## config.mk

```make
export PLATFORM = sky130hd
export DESIGN_NAME = pattern_detector_param
export DESIGN_NICKNAME = d
export VERILOG_FILES = /design/src/rtl/pattern_detector_param.sv
export SDC_FILE = /design/constraint.sdc
export NUM_CORES = 1
export LEC_CHECK = 0
export ABC_AREA = 1
export CAP_MARGIN = 20
export CORE_MARGIN = 2
export CORE_UTILIZATION = 40
export DETAILED_ROUTE_END_ITERATION = 8
export PLACE_DENSITY = 0.67
export SYNTH_ARGS = -nofsm -noshare
export SYNTH_HDL_FRONTEND = slang
export SYNTH_SLANG_ARGS = --single-unit
```

## constraint.sdc

```tcl
create_clock -name clk -period 4.3 [get_ports clk]
set_clock_uncertainty 0.05 [all_clocks]
set_input_delay 0.645 -clock clk [delete_from_list [all_inputs] [get_ports clk]]
set_output_delay 0.645 -clock clk [all_outputs]
set_load 0.005 [all_outputs]
```

## src/rtl/pattern_detector_param.sv

```systemverilog
// Programmable serial bit-pattern detector.
// A runtime-loadable pattern of 1..PAT_MAX bits is compared against a history
// shift register of accepted bits. The match pulse is registered and appears in
// the cycle after the edge that sampled the final pattern bit. Matches are
// counted in a saturating counter. Reset defaults give the legacy 110101
// overlapping detector.
module pattern_detector_param #(
    parameter int                 PAT_MAX = 8,
    parameter int                 CNT_W   = 16,
    parameter logic [PAT_MAX-1:0] RST_PAT = 8'b0011_0101,
    parameter int                 RST_LEN = 6,
    parameter bit                 RST_OVL = 1'b1,
    localparam int                LEN_W   = $clog2(PAT_MAX + 1)
) (
    input  logic               clk,
    input  logic               restn,
    input  logic               in_valid,
    input  logic               in,
    input  logic               cfg_load,
    input  logic [PAT_MAX-1:0] pat,
    input  logic [LEN_W-1:0]   pat_len,
    input  logic               ovl_en,
    input  logic               cnt_clr,
    output logic               out,
    output logic [CNT_W-1:0]   match_cnt
);

    localparam logic [LEN_W-1:0] PAT_MAX_L = LEN_W'(PAT_MAX);
    localparam logic [LEN_W-1:0] RST_LEN_L = LEN_W'(RST_LEN);
    localparam logic [CNT_W-1:0] CNT_MAX   = {CNT_W{1'b1}};

    logic [PAT_MAX-1:0] act_pat_q, act_pat_d;
    logic [LEN_W-1:0]   act_len_q, act_len_d;
    logic               act_ovl_q, act_ovl_d;
    logic [PAT_MAX-1:0] hist_q, hist_d;
    logic [LEN_W-1:0]   fill_q, fill_d;
    logic               out_q, out_d;
    logic [CNT_W-1:0]   cnt_q, cnt_d;

    // Speculative values for the accepted bit, plus the compare mask.
    logic [PAT_MAX-1:0] hist_n;
    logic [LEN_W-1:0]   fill_n;
    logic [PAT_MAX-1:0] len_mask;
    logic               match;

    // Match evaluation on the shifted-in history; bits above act_len are masked off.
    always_comb begin
        hist_n   = {hist_q[PAT_MAX-2:0], in};
        fill_n   = (fill_q >= PAT_MAX_L) ? PAT_MAX_L : fill_q + 1'b1;
        // Shifting all-ones left by act_len leaves ones only above the pattern;
        // a shift of PAT_MAX or more clears it, so the mask covers the full width.
        len_mask = ~({PAT_MAX{1'b1}} << act_len_q);
        match    = in_valid && !cfg_load && (act_len_q != '0) &&
                   (fill_n >= act_len_q) &&
                   (((hist_n ^ act_pat_q) & len_mask) == '0);
    end

    // Next-state for config, history, fill, pulse and counter.
    always_comb begin
        act_pat_d = act_pat_q;
        act_len_d = act_len_q;
        act_ovl_d = act_ovl_q;
        hist_d    = hist_q;
        fill_d    = fill_q;
        out_d     = 1'b0;
        cnt_d     = cnt_q;
        if (cfg_load) begin
            // A load restarts detection; the bit offered this cycle is dropped.
            act_pat_d = pat;
            act_len_d = (pat_len > PAT_MAX_L) ? PAT_MAX_L : pat_len;
            act_ovl_d = ovl_en;
            hist_d    = '0;
            fill_d    = '0;
        end else if (in_valid) begin
            hist_d = hist_n;
            fill_d = fill_n;
            if (match) begin
                out_d = 1'b1;
                if (!act_ovl_q) begin
                    fill_d = '0;
                end
                if (cnt_q != CNT_MAX) begin
                    cnt_d = cnt_q + 1'b1;
                end
            end
        end
        // Clear wins over a simultaneous increment; the pulse is unaffected.
        if (cnt_clr) begin
            cnt_d = '0;
        end
    end

    // State registers with asynchronous active-low reset to the legacy config.
    always_ff @(posedge clk or negedge restn) begin
        if (!restn) begin
            act_pat_q <= RST_PAT;
            act_len_q <= RST_LEN_L;
            act_ovl_q <= RST_OVL;
            hist_q    <= '0;
            fill_q    <= '0;
            out_q     <= 1'b0;
            cnt_q     <= '0;
        end else begin
            act_pat_q <= act_pat_d;
            act_len_q <= act_len_d;
            act_ovl_q <= act_ovl_d;
            hist_q    <= hist_d;
            fill_q    <= fill_d;
            out_q     <= out_d;
            cnt_q     <= cnt_d;
        end
    end

    assign out       = out_q;
    assign match_cnt = cnt_q;

endmodule

```

==> flow_metrics.py <==
metrics = {
    "yosys": {
        "ys.flop_type": "dfrtp_1",
        "yosysUniqueCellTypes": 32,
        "async_reset_ff_frac": 1.00,
        "synthCells": 337,
        "synth_top_area_frac": 0.335,
        "synth_warnings": 0,
        "yosysTopAreaCell": "dfrtp_1",
        "synth_area_leaders": "dfrtp_1 (33%), nand2_1 (14%), dfstp_2 (7.2%), nand3_1 (7.1%), inv_1 (5.9%)",
        "syn_nets": 363,
        "synth_seq_cells": 41,
        "syn_area_mm2": 0.00254,
        "ys_seq_area_frac": 0.407,
        "synth_enable_flop_cells": 0,
        "syn_avg_cell_area_um2": 7.54,
    },
    "power_and_ir_drop": {
        "p_sw_mw": 0.208,
        "power.density_mw_per_mm2": 260,
        "power_frac_seq": 0.541,
        "irDropWorstVdd_v": 0.000200,
        "p_comb_frac": 0.152,
        "p_leak_nw": 1.40,
        "clockPowerShare": 0.307,
        "p_int_mw": 0.572,
        "switching_share": 0.267,
    },
    "clocking": {
        "cts_tree": "done",
        "cts.clk_slew.worst_paths_ns": 0.08,
        "htree_num_levels": 2,
        "numCtsBuffers": 5,
        "root_buffer": "clkbuf_8",
        "hold_buffers": 0,
        "post_cts_resized": 0,
        "cts_setup_buffers": 0,
        "clock-sinks": 41,
        "cts_buffer_depth": 2,
        "clock_latency_ns": 0.29,
    },
    "finish": {
        "nets": 396,
        "num_antenna_cells": 0,
        "instances_no_fill": 448,
        "fillers": 619,
        "drive_gt1_frac": 0.111,
        "area_growth_pct": 18.1,
    },
    "drt": {
        "drc_errors": 0,
        "drt_iter0_drc": 121,
        "drt_first_pass_iters": 4,
        "wl_per_cell_um": 11.8,
        "vias": 2239,
        "wl_met1_um": 2370,
        "wl_um": 5300,
        "met2WireLength_um": 2580,
        "via_per_inst": 5.00,
        "final_antenna_net_count": 0,
        "routed.top_layer": "met4",
        "route.met3.wl_um": 285,
    },
    "placement": {
        "place_congestion": 0.859,
        "dpl.cell_count": 440,
        "dp_hpwl_um": 3850,
        "port_buffers": 35,
    },
    "global_routing": {
        "antenna_found_initial": 0,
        "grt_pass1_wl_um": 9540,
        "grt_max_degree": 42,
        "grt_pass1_vias": 2144,
        "overflow": 0,
        "grtUsageTotal": 0.165,
    },
    "min_path": {
        "hold_class": "register to register",
    },
    "timing": {
        "tightest_slew_ns": 0.913,
        "setup_viol": 0,
        "rsz0062_at_grt": "false",
        "relSlewSlack": 0.391,
        "fin_setup_tns_ns": 0,
        "finalCritPeriodShare": 0.640,
        "period_needed_ns": 2.75,
        "finalHoldViolCount": 0,
        "slew_viol_final": 0,
        "maxClockFrequency_mhz": 364,
    },
    "worst_setup_path": {
        "crit_type": "input port to register",
        "startpoint_type": "input port",
        "crit_fanout": 18,
        "crit_path_end_kind": "register",
        "critical_path_required_ns": 4.48,
        "worstPathArrival_ns": 2.93,
    },
    "floorplanning": {
        "fp.dieArea_mm2": 0.00701,
        "num_rows": 29,
        "initial_utilization": 0.407,
        "core_mm2": 0.00624,
        "die-width_um": 83.7,
        "die_h_um": 83.7,
        "ios": 36,
    },
    "run": {
        "max_cap_viol_count": 0,
    },
    "run_status": {
        "status": "finished clean",
    },
}
==> metal layers <==
layer,global-route usage,vias up
met2,0.280,60
met4,0.0381,0
li1,-,1135
met5,0,-
met3,0.0415,7
met1,0.212,1037
==> registers in the layout (all words and copies together), names as in the netlist <==
register and cells:
act_len_q 4, act_ovl_q 1, act_pat_q 8, fill_q 4
hist_q 7, match_cnt 16, out 1
==> cells in the final DEF, fill, tap and decap left out <==
master and instances:
nor3b_1 1, o22ai_1 7, nor2_1 36, nand2_4 2, buf_2 1, nor2_2 1, nor2_4 4, clkdlybuf4s50_1 34
nand3_1 36, a22o_1 1, nand2_1 94, nand4_1 2, or2_2 1, clkbuf_8 5, nand2_2 4, o21bai_1 5
inv_1 40, and2_1 1, inv_2 4, ha_1 7, nor3_1 2, xnor2_1 2, o31ai_1 1, nand3b_1 1
clkinv_1 1, xor2_1 7, dfstp_2 7, dfrtp_1 34, a21oi_1 4, o21ai_0 11, clkbuf_1 3, nand3_2 12
==> cell families after synthesis <==
family / after synthesis / share of synthesized area
AOI/OAI and AO/OA: 29 / 0.0679
xor gates and xnor gates: 9 / 0.0310
adders and majority gates: 7 / 0.0344
DFF: 41 / 0.407
buffers and inverters: 54 / 0.0910
and+or+nand+nor: 197 / 0.369
==> layout make-up <==
| cell class | count | area [µm²] | area share |
|---|---|---|---|
| Multi-Input combinational cell | 242 | 1280 | 0.425 |
| Timing Repair Buffer | 35 | 345 | 0.115 |
| Inverter | 45 | 169 | 0.0563 |
| Sequential cell | 41 | 1030 | 0.345 |
| Clock buffer | 8 | 80.1 | 0.0267 |
| Tap cell | 77 | 96.3 | 0.0321 |
==> final timing paths <==
check	startpoint	endpoint	slack [ns]	cells after the start
worst min-delay path	act_ovl_q	act_ovl_q	0.42	2
worst max register to register	fill_q[0]	match_cnt[8]	2.01	14
worst max-delay path	cnt_clr	match_cnt[11]	1.55	5
max in group asynchronous	restn	hist_q[1]	3.20	1
min in group asynchronous	restn	match_cnt[13]	0.43	1
worst min register to register	act_ovl_q	act_ovl_q	0.42	2
==> power groups by stage <==
| stage | Clock [mW] | Combinational, mW | Sequential [mW] |
|---|---|---|---|
| 4_1_cts | 0.251 | 0.121 | 0.422 |
| 5_1_grt | 0.267 | 0.138 | 0.425 |
| 6_report | 0.240 | 0.118 | 0.423 |
| 3_5_place_dp | 0 | 0.120 | 0.430 |
| 3_3_place_gp | 0 | 0.118 | 0.429 |
| 2_1_floorplan | 0 | 0.0752 | 0.427 |
==> metrics by stage <==
stage	utilization	hold WS [ns]	total power, mW	area (µm²)	setup slack, ns
final	0.481	0.423	0.781	3000	1.55
after floorplan	-	0.299	0.502	2540	2.29
after global placement	0.468	0.404	0.547	2920	1.29
after CTS	0.481	0.427	0.794	3000	1.55
after global routing	0.481	0.457	0.830	3000	1.32
after detailed placement	0.468	0.415	0.550	2920	1.25
==> critical path, stage by stage <==
cell             delay, ns
clkdlybuf4s50_1       0.85
clkinv_1              0.66
nand2_2               0.56
nand3_1               0.13
nand2_1               0.08
==> synthesized netlist by cell type (4+ instances only) <==
cell type	number
ha_1	7
o21bai_1	5
a21oi_1	4
nand3_1	36
nand2_1	94
xor2_1	7
o22ai_1	7
nand2_2	4
nor2_1	36
o21ai_0	11
dfrtp_1	34
inv_1	40
dfstp_2	7
inv_2	4
nor2_4	4
nand3_2	12
clkbuf_1	4
No activity file was read; power rests on OpenSTA's default activity.
